==> config.mk <==
export PLATFORM = sky130hd
export DESIGN_NAME = bus_arbiter
export DESIGN_NICKNAME = d
export VERILOG_FILES = /design/src/rtl/bus_arbiter.sv
export SDC_FILE = /design/constraint.sdc
export NUM_CORES = 1
export LEC_CHECK = 0
export ABC_AREA = 1
export BUFFER_PORTS_ARGS = -buffer_cell sky130_fd_sc_hd__buf_2
export CAP_MARGIN = 20
export CORE_MARGIN = 3
export CORE_UTILIZATION = 30
export CTS_BUF_LIST = sky130_fd_sc_hd__clkbuf_4 sky130_fd_sc_hd__clkbuf_8 sky130_fd_sc_hd__clkbuf_16
export DETAILED_ROUTE_END_ITERATION = 10
export GPL_ROUTABILITY_DRIVEN = 0
export GPL_TIMING_DRIVEN = 0
export PLACE_DENSITY = 0.46
export SLEW_MARGIN = 20
export SYNTH_ARGS = -nofsm -noshare
export SYNTH_HDL_FRONTEND = slang
export SYNTH_SLANG_ARGS = --single-unit
==> constraint.sdc <==
create_clock -name clk -period 3.8 [get_ports clk]
set_clock_uncertainty 0.2 [all_clocks]
set_input_delay 0.76 -clock clk [delete_from_list [all_inputs] [get_ports clk]]
set_output_delay 0.76 -clock clk [all_outputs]
set_load 0.01 [all_outputs]
==> src/rtl/bus_arbiter.sv <==
// Two-master round-robin bus arbiter: grants ownership, deserializes the owner's
// slave-select frame, drives routing outputs and reclaims the bus on drop or timeout.
module bus_arbiter #(
  parameter int SLAVE_LEN = 2,
  parameter int SEL_WAIT  = 16,
  parameter int TIMEOUT   = 4096
) (
  input  logic                 clk,
  input  logic                 reset,
  input  logic                 req_m1,
  input  logic                 req_m2,
  input  logic                 sel_m1,
  input  logic                 sel_m2,
  output logic                 grant_m1,
  output logic                 grant_m2,
  output logic                 busy_m1,
  output logic                 busy_m2,
  output logic                 owner,
  output logic [SLAVE_LEN-1:0] slave_id,
  output logic                 slave_en,
  output logic                 timeout_err
);

  localparam int WW = $clog2(SEL_WAIT + 1);
  localparam int HW = $clog2(TIMEOUT + 1);
  localparam int BW = (SLAVE_LEN > 1) ? $clog2(SLAVE_LEN) : 1;
  localparam logic [WW-1:0] WAIT_MAX = WW'(SEL_WAIT);
  localparam logic [HW-1:0] HOLD_MAX = HW'(TIMEOUT);
  localparam logic [BW-1:0] BIT_LAST = BW'(SLAVE_LEN - 1);

  typedef enum logic [2:0] {
    S_IDLE,
    S_GRANT,
    S_ADDR,
    S_ACTIVE,
    S_RELEASE
  } state_t;

  state_t               state_q, state_d;
  logic                 owner_q, owner_d;
  logic                 last_q, last_d;
  logic [WW-1:0]        wait_q, wait_d;
  logic [HW-1:0]        hold_q, hold_d;
  logic [BW-1:0]        bit_q, bit_d;
  logic [SLAVE_LEN-1:0] sid_q, sid_d;
  logic                 to_q, to_d;

  logic                 g1_q, g1_d, g2_q, g2_d;
  logic                 b1_q, b1_d, b2_q, b2_d;
  logic                 own_o_q, own_o_d;
  logic [SLAVE_LEN-1:0] sid_o_q, sid_o_d;
  logic                 en_q, en_d;
  logic                 terr_q, terr_d;

  logic own_req;
  logic own_sel;
  logic pick;

  assign own_req = owner_q ? req_m2 : req_m1;
  assign own_sel = owner_q ? sel_m2 : sel_m1;
  // Both requesting: the master that did not own last wins; otherwise the lone requester.
  assign pick    = req_m2 & (~req_m1 | ~last_q);

  always_ff @(posedge clk) begin
    if (reset) begin
      state_q <= S_IDLE;
      owner_q <= 1'b0;
      last_q  <= 1'b1;
      wait_q  <= '0;
      hold_q  <= '0;
      bit_q   <= '0;
      sid_q   <= '0;
      to_q    <= 1'b0;
      g1_q    <= 1'b0;
      g2_q    <= 1'b0;
      b1_q    <= 1'b0;
      b2_q    <= 1'b0;
      own_o_q <= 1'b0;
      sid_o_q <= '0;
      en_q    <= 1'b0;
      terr_q  <= 1'b0;
    end else begin
      state_q <= state_d;
      owner_q <= owner_d;
      last_q  <= last_d;
      wait_q  <= wait_d;
      hold_q  <= hold_d;
      bit_q   <= bit_d;
      sid_q   <= sid_d;
      to_q    <= to_d;
      g1_q    <= g1_d;
      g2_q    <= g2_d;
      b1_q    <= b1_d;
      b2_q    <= b2_d;
      own_o_q <= own_o_d;
      sid_o_q <= sid_o_d;
      en_q    <= en_d;
      terr_q  <= terr_d;
    end
  end

  always_comb begin
    state_d = state_q;
    owner_d = owner_q;
    last_d  = last_q;
    wait_d  = wait_q;
    hold_d  = hold_q;
    bit_d   = bit_q;
    sid_d   = sid_q;
    to_d    = 1'b0;
    case (state_q)
      S_IDLE: begin
        if (req_m1 || req_m2) begin
          owner_d = pick;
          last_d  = pick;
          wait_d  = '0;
          sid_d   = '0;
          state_d = S_GRANT;
        end
      end
      S_GRANT: begin
        if (!own_req) begin
          state_d = S_RELEASE;
        end else if (own_sel) begin
          bit_d   = '0;
          state_d = S_ADDR;
        end else begin
          wait_d = (wait_q == WAIT_MAX) ? wait_q : wait_q + 1'b1;
          if (wait_d == WAIT_MAX) begin
            to_d    = 1'b1;
            state_d = S_RELEASE;
          end
        end
      end
      S_ADDR: begin
        if (!own_req) begin
          state_d = S_RELEASE;
        end else begin
          sid_d[bit_q] = own_sel;
          if (bit_q == BIT_LAST) begin
            hold_d  = '0;
            state_d = S_ACTIVE;
          end else begin
            bit_d = bit_q + 1'b1;
          end
        end
      end
      S_ACTIVE: begin
        // A request drop on the limit cycle wins and is a normal release.
        if (!own_req) begin
          state_d = S_RELEASE;
        end else begin
          hold_d = (hold_q == HOLD_MAX) ? hold_q : hold_q + 1'b1;
          if (hold_d == HOLD_MAX) begin
            to_d    = 1'b1;
            state_d = S_RELEASE;
          end
        end
      end
      S_RELEASE: begin
        sid_d   = '0;
        state_d = S_IDLE;
      end
      default: state_d = S_IDLE;
    endcase
  end

  // Outputs are decoded from the current state and registered, so they trail it by a cycle.
  always_comb begin
    g1_d    = 1'b0;
    g2_d    = 1'b0;
    b1_d    = 1'b0;
    b2_d    = 1'b0;
    en_d    = 1'b0;
    sid_o_d = '0;
    own_o_d = owner_q;
    terr_d  = (state_q == S_RELEASE) && to_q;
    case (state_q)
      S_GRANT, S_ADDR: begin
        g1_d = ~owner_q;
        g2_d = owner_q;
        b1_d = 1'b1;
        b2_d = 1'b1;
      end
      S_ACTIVE: begin
        g1_d    = ~owner_q;
        g2_d    = owner_q;
        b1_d    = owner_q;
        b2_d    = ~owner_q;
        en_d    = 1'b1;
        sid_o_d = sid_q;
      end
      default: ;
    endcase
  end

  assign grant_m1    = g1_q;
  assign grant_m2    = g2_q;
  assign busy_m1     = b1_q;
  assign busy_m2     = b2_q;
  assign owner       = own_o_q;
  assign slave_id    = sid_o_q;
  assign slave_en    = en_q;
  assign timeout_err = terr_q;

endmodule

# [Yosys cells after proc, flatten, opt, wreduce, memory -nomap -nowiden]
# Cells that the tools add are included.
[word_totals] regBits=36 input_bits=6 out_inout_bits=9 word_cells=105
[op_classes] n_addsub=3 magnitude_cmp=2 n_eq_ne=18 n_mux=41 bitwise=7 n_reduce_logical=18
[op_table] op="$mux W13" n=4
[op_table] op="$eq A13 B13 Y1 const B" n=2
[op_table] op="$pmux W13 S2" n=1
[op_table] op="$mux W3" n=8
[op_table] op="$mux W5" n=4
[op_table] op="$reduce_and A4 Y1" n=4
[op_table] op="$ne A2 B2 Y1 const B" n=7
[op_table] op="$add A13 B1 Y13 const B" n=1
[op_table] op="$mux W1" n=13
[op_table] op="$pmux W3 S4" n=1
[op_table] op="$eq A5 B5 Y1 const B" n=2
[op_table] op="$pmux W5 S2" n=1
[op_table] op="$pmux W1 S2" n=4
[op_table] op="$eq A3 B2 Y1 const B" n=2
[op_table] op="$ne A3 B3 Y1 const B" n=2
[op_table] op="$pmux W2 S3" n=1
[op_table] op="$reduce_bool A2 Y1" n=3
[op_table] op="$reduce_or A2 Y1" n=3
[op_table] op="$add A5 B1 Y5 const B" n=1
[op_table] op="$not A1 Y1" n=5
[op_table] op="$mux W2" n=2
[op_table] op="$ne A4 B4 Y1 const B" n=1
[op_table] op="$eq A3 B1 Y1 const B" n=1
[op_table] op="$eq A3 B3 Y1 const B" n=1
[op_table] op="14 further kinds" n=15

# [Logic depth before layout (Yosys ltp)]
[depth] depth_word=7 mapped_depth=14 ltp_nobuf=14

# [Worst setup path before layout]
# OpenSTA, ideal clock, no wires.
[synth_timing] path_type="input to register" from="input port sel_m2" to="register wait_q[1]" setup_ns=0.132 arrival_ns=1.682 t_required_ns=3.468 path_slack_ns=1.786 cell_stages=6 n_path_buf=0 cell_sequence="or2_1 > o21a_1 > nor4_4 > nor2_1 > nand2_1 > a21oi_1"
[synth_between] elab_chain_len=3
[synth_rtl] element="start: declaration" line_no="13" text="input logic sel_m2,"
[synth_rtl] element="$mux W1" line_no="60" text="assign own_sel = owner_q ? sel_m2 : sel_m1;"
[synth_rtl] element="$ne A2 B2 Y1 (no line)"
[synth_rtl] element="$reduce_and A4 Y1 (no line)"
[synth_rtl] element="end signal: assignment" line_no="86" text="wait_q <= wait_d;"
[synth_rtl] element="end: declaration" line_no="42" text="logic [WW-1:0] wait_q, wait_d;"
# No other way between the ends.
# A chain may end at the register's enable or synchronous reset.

# [Final worst setup path]
[layout_timing] from="register hold_q[0]" to="register state_q[1]"
[layout_between] elab_chain_len=5 word_cells_on_any_way=6 cone_classes="1 x add/sub; 3 x eq/ne; 1 x mux; 1 x reduce/logical"
[layout_rtl] element="start: declaration" line_no="43" text="logic [HW-1:0] hold_q, hold_d;"
[layout_rtl] element="start signal: assignment" line_no="87" text="hold_q <= hold_d;"
[layout_rtl] element="$add A13 B1 Y13 / $eq A13 B13 Y1 (equally long branches)" line_no="153" text="hold_d = (hold_q == HOLD_MAX) ? hold_q : hold_q + 1'b1;"
[layout_rtl] element="$mux W13 *" line_no="153"
[layout_rtl] element="$eq A13 B13 Y1 *" line_no="154" text="if (hold_d == HOLD_MAX) begin"
[layout_rtl] element="$ne A3 B3 Y1 (no line) *"
[layout_rtl] element="$reduce_and A4 Y1 (no line) *"
[layout_rtl] element="end signal: assignment" line_no="83" text="state_q <= state_d;"
[layout_rtl] element="end: declaration" line_no="39" text="state_t state_q, state_d;"
# Mark *: on every way between the ends. The rest lies on a longest branch, timed or not.

==> insert_results.sql <==
INSERT INTO impl_metrics (metric_group, metric, value, unit) VALUES
('floorplanning', 'core.rowCount', '28', ''),
('timing', 'finalMaxSlewViolations', '0', ''),
('timing', 'fmax', '0.454', 'GHz'),
('layout', 'fraction_of_final_layout_cells_sized_beyond_drive_strength_1', '9.06', '%'),
('detailed_routing', 'ant_nets', '0', ''),
('timing', 'min_period', '2.20', 'ns'),
('clocking', 'clock_sinks', '36', ''),
('synthesis', 'yosysTopAreaCell', 'dfxtp_1', ''),
('timing', 'tns', '0', 'ns'),
('synthesis', 'postSynthAreaPerCell', '6.56', 'sq um'),
('detailed_routing', 'dr.first_iter.drc_count', '113', ''),
('clocking', 'path_clk_slew', '0.08', 'ns'),
('placed_design', 'port_buffers', '13', ''),
('min_path', 'kind_of_path_behind_the_tightest_hold_check', 'flip-flop to flip-flop', ''),
('timing', 'relSlewSlack', '64.6', '%'),
('synthesis', 'synth_sequential_area_ratio', '38.1', '%'),
('job', 'max_cap_viol_count', '0', ''),
('critical_path', 'crit_path_end_kind', 'flip-flop', ''),
('floorplanning', 'num_io_pins', '15', ''),
('outcome', 'outcome', 'finished clean', ''),
('synthesis', 'netlist_area_before_placement', '1890', 'sq um'),
('placed_design', 'post-dp-hpwl', '3210', 'um'),
('floorplanning', 'floorplan.die_area', '7290', 'sq um'),
('synthesis', 'synth_common_cells', 'nand2_1 (77), nor2_1 (42), inv_1 (38), dfxtp_1 (36), a21oi_1 (25)', ''),
('detailed_routing', 'routed_wl', '4250', 'um'),
('clocking', 'h_tree_depth_reported_by_cts', '2', ''),
('detailed_routing', 'route.detailed.vias_per_inst', '4.45', ''),
('synthesis', 'netlist_top_cells_area', 'dfxtp_1 (38%), nand2_1 (15%), nor2_1 (8.3%)', ''),
('timing', 'post-route-period-util', '58.0', '%'),
('clocking', 'number_of_clock_buffers_inserted_by_tritoncts', '5', ''),
('placed_design', 'dp.cells', '376', ''),
('clocking', 'holdBufCountCts', '0', ''),
('synthesis', 'syn-instance-count', '288', ''),
('global_route', 'via_count_of_the_first_global_routing_pass', '1663', ''),
('layout', 'final_net_count', '318', ''),
('floorplanning', 'initial_core_util', '31.4', '%'),
('global_route', 'grt_pass1_wl', '7560', 'um'),
('floorplanning', 'die_width', '85.4', 'um'),
('layout', 'final_cells', '384', ''),
('detailed_routing', 'dr.pass1.iters', '4', ''),
('synthesis', 'ys.warnings.count', '0', ''),
('timing', 'actual_slew_at_the_worst_max_slew_pin', '0.527', 'ns'),
('clocking', 'clkLatencyLatePin', '0.29', 'ns'),
('floorplanning', 'core_area', '6030', 'sq um'),
('clocking', 'post_cts_buffers', '0', ''),
('layout', 'fill_cells', '677', ''),
('synthesis', 'synth.top_cell.area_share', '38.1', '%'),
('critical_path', 'crit_required', '3.80', 'ns'),
('synthesis', 'asyncSetResetFlopFracSynth', '0', '%'),
('layout', 'area.growth.synth_to_final', '13.0', '%'),
('synthesis', 'synth_seq_cells', '36', ''),
('timing', 'rsz0062_at_grt', 'no', ''),
('global_route', 'grt_overflow', '0', ''),
('global_route', 'gr-usage-all-layers', '13.0', '%'),
('global_route', 'grt_start_max_net_pins', '13', ''),
('clocking', 'post_cts.resized_instances', '0', ''),
('synthesis', 'yosysMostFrequentCell', 'nand2_1', ''),
('layout', 'ff_latch_area', '721', 'sq um'),
('synthesis', 'synth_edf_count', '0', ''),
('synthesis', 'synthFlopType', 'dfxtp_1', ''),
('clocking', 'cts_tree', 'yes', ''),
('pwr', 'p_leak', '0.882', 'nW'),
('timing', 'setup_viol_count_final', '0', ''),
('floorplanning', 'die_ht', '85.4', 'um'),
('detailed_routing', 'route.vias.total', '1707', ''),
('timing', 'final-hold-violation-count', '0', ''),
('layout', 'antennaDiodeCount', '0', ''),
('global_route', 'number_of_antenna_violations_at_the_first_check_in_global_routing', '0', ''),
('synthesis', 'synth.net_count', '298', ''),
('critical_path', 'crit_fanout', '5', ''),
('layout', 'multiInputGateArea', '1000', 'sq um'),
('detailed_routing', 'avgRoutedWirePerCell', '11.1', 'um'),
('clocking', 'clock_tree.root_cell', 'clkbuf_8', ''),
('clocking', 'cts_buffer_depth', '2', ''),
('synthesis', 'post_synth_num_cell_types', '27', ''),
('critical_path', 'timing.critical_path.arrival', '2.20', 'ns'),
('critical_path', 'start_kind', 'flip-flop', ''),
('critical_path', 'critPathKind', 'flip-flop to flip-flop', ''),
('pwr', 'max-vdd-ir-drop', '0.235', 'mV'),
('detailed_routing', 'drc', '0', ''),
('pwr', 'cellPowerDensity', '480', 'nW/um^2');
[worst paths after layout]
path / startpoint / end / slack [ns] / cells after the start
hold / removal: to_q / timeout_err / 0.25 / 2
setup reg to reg: hold_q[0] / state_q[1] / 1.60 / 12
hold reg to reg: to_q / timeout_err / 0.25 / 2
setup / recovery: hold_q[0] / state_q[1] / 1.60 / 12
[critical path, stage by stage, from the launching register on]
cell and delay, ns:
dfxtp_1 0.40, ha_1 0.22, nand3_1 0.12, nor2_1 0.26
nand3_1 0.14, nand2_1 0.11, nand3_1 0.10, nor2_1 0.09
nand3_1 0.13, nand2_1 0.14, nand3_1 0.10, nand2_1 0.07
inv_1 0.03
[state kept, by name, indices dropped and copies added (netlist names)]
register     cells
busy_m2          1
owner            1
grant_m2         1
hold_q          13
grant_m1         1
to_q             1
slave_id         2
own_o_d          1
timeout_err      1
wait_q           5
bit_q            1
slave_en         1
last_q           1
state_q          3
sid_q            2
busy_m1          1
[power breakdown]
group	total (W)	switching, W	internal (W)
combinational	0.000292	0.000195	0.0000969
sequential	0.000457	0.0000368	0.000420
clock	0.000277	0.000149	0.000128
total	0.00103	0.000381	0.000645
[metal layers]
layer / part of all wire (%) / up-vias / global-route usage (%)
met3: 3.1 / 6 / 3.59
li1: - / 944 / -
met2: 43 / 19 / 20.6
met1: 52 / 738 / 16.9
met4: 1.5 / 0 / 4.32
met5: 0 / - / 0
[area by class of cell]
| cell class | count | share of cell area (%) |
|---|---|---|
| Buffer | 4 | 0.878 |
| Multi-Input combinational cell | 208 | 46.8 |
| Clock buffer | 5 | 3.22 |
| Timing Repair Buffer | 13 | 3.04 |
| Sequential cell | 36 | 33.7 |
| Clock inverter | 3 | 0.878 |
| Inverter | 40 | 7.03 |
| Tap cell | 75 | 4.39 |
[stage by stage]
step | utilization, % | worst slack (ns) | hold slack [ns] | total power (W) | area (sq um)
global placement | 34.0 | 1.32 | 0.232 | 0.000763 | 2050
detailed placement | 34.0 | 1.32 | 0.240 | 0.000761 | 2050
finish | 35.5 | 1.60 | 0.248 | 0.00103 | 2140
floorplan | - | 1.79 | 0.223 | 0.000680 | 1890
global route | 35.5 | 1.38 | 0.287 | 0.00111 | 2140
CTS | 35.5 | 1.61 | 0.251 | 0.00104 | 2140
[layout by cell type, fill, tap and decap left out, drive strengths merged]
cell	netlist	routed
nor3	4	4
buf	1	14
nor2	42	42
nand2	77	77
dfxtp	36	36
nand3	23	23
nor4	1	1
nand4	2	2
xnor2	3	3
and2	2	2
inv	39	39
o21ai	8	8
ha	4	4
and3	2	2
nor3b	1	1
or2	3	3
o211ai	1	1
o21a	1	1
clkbuf	3	8
a21oi	26	26
xor2	6	6
clkinv	1	4
o22ai	2	2
[cells by family after synthesis]
group                    synth area share (%)
AND/OR/NAND/NOR                          35.3
buffers and inverters                    8.93
adder cells (fa/ha/maj)                  2.65
AO/OA/AOI/OAI                            10.9
XOR/XNOR                                 4.17
flip-flops                               38.1
(Power assumes the default switching activity.)
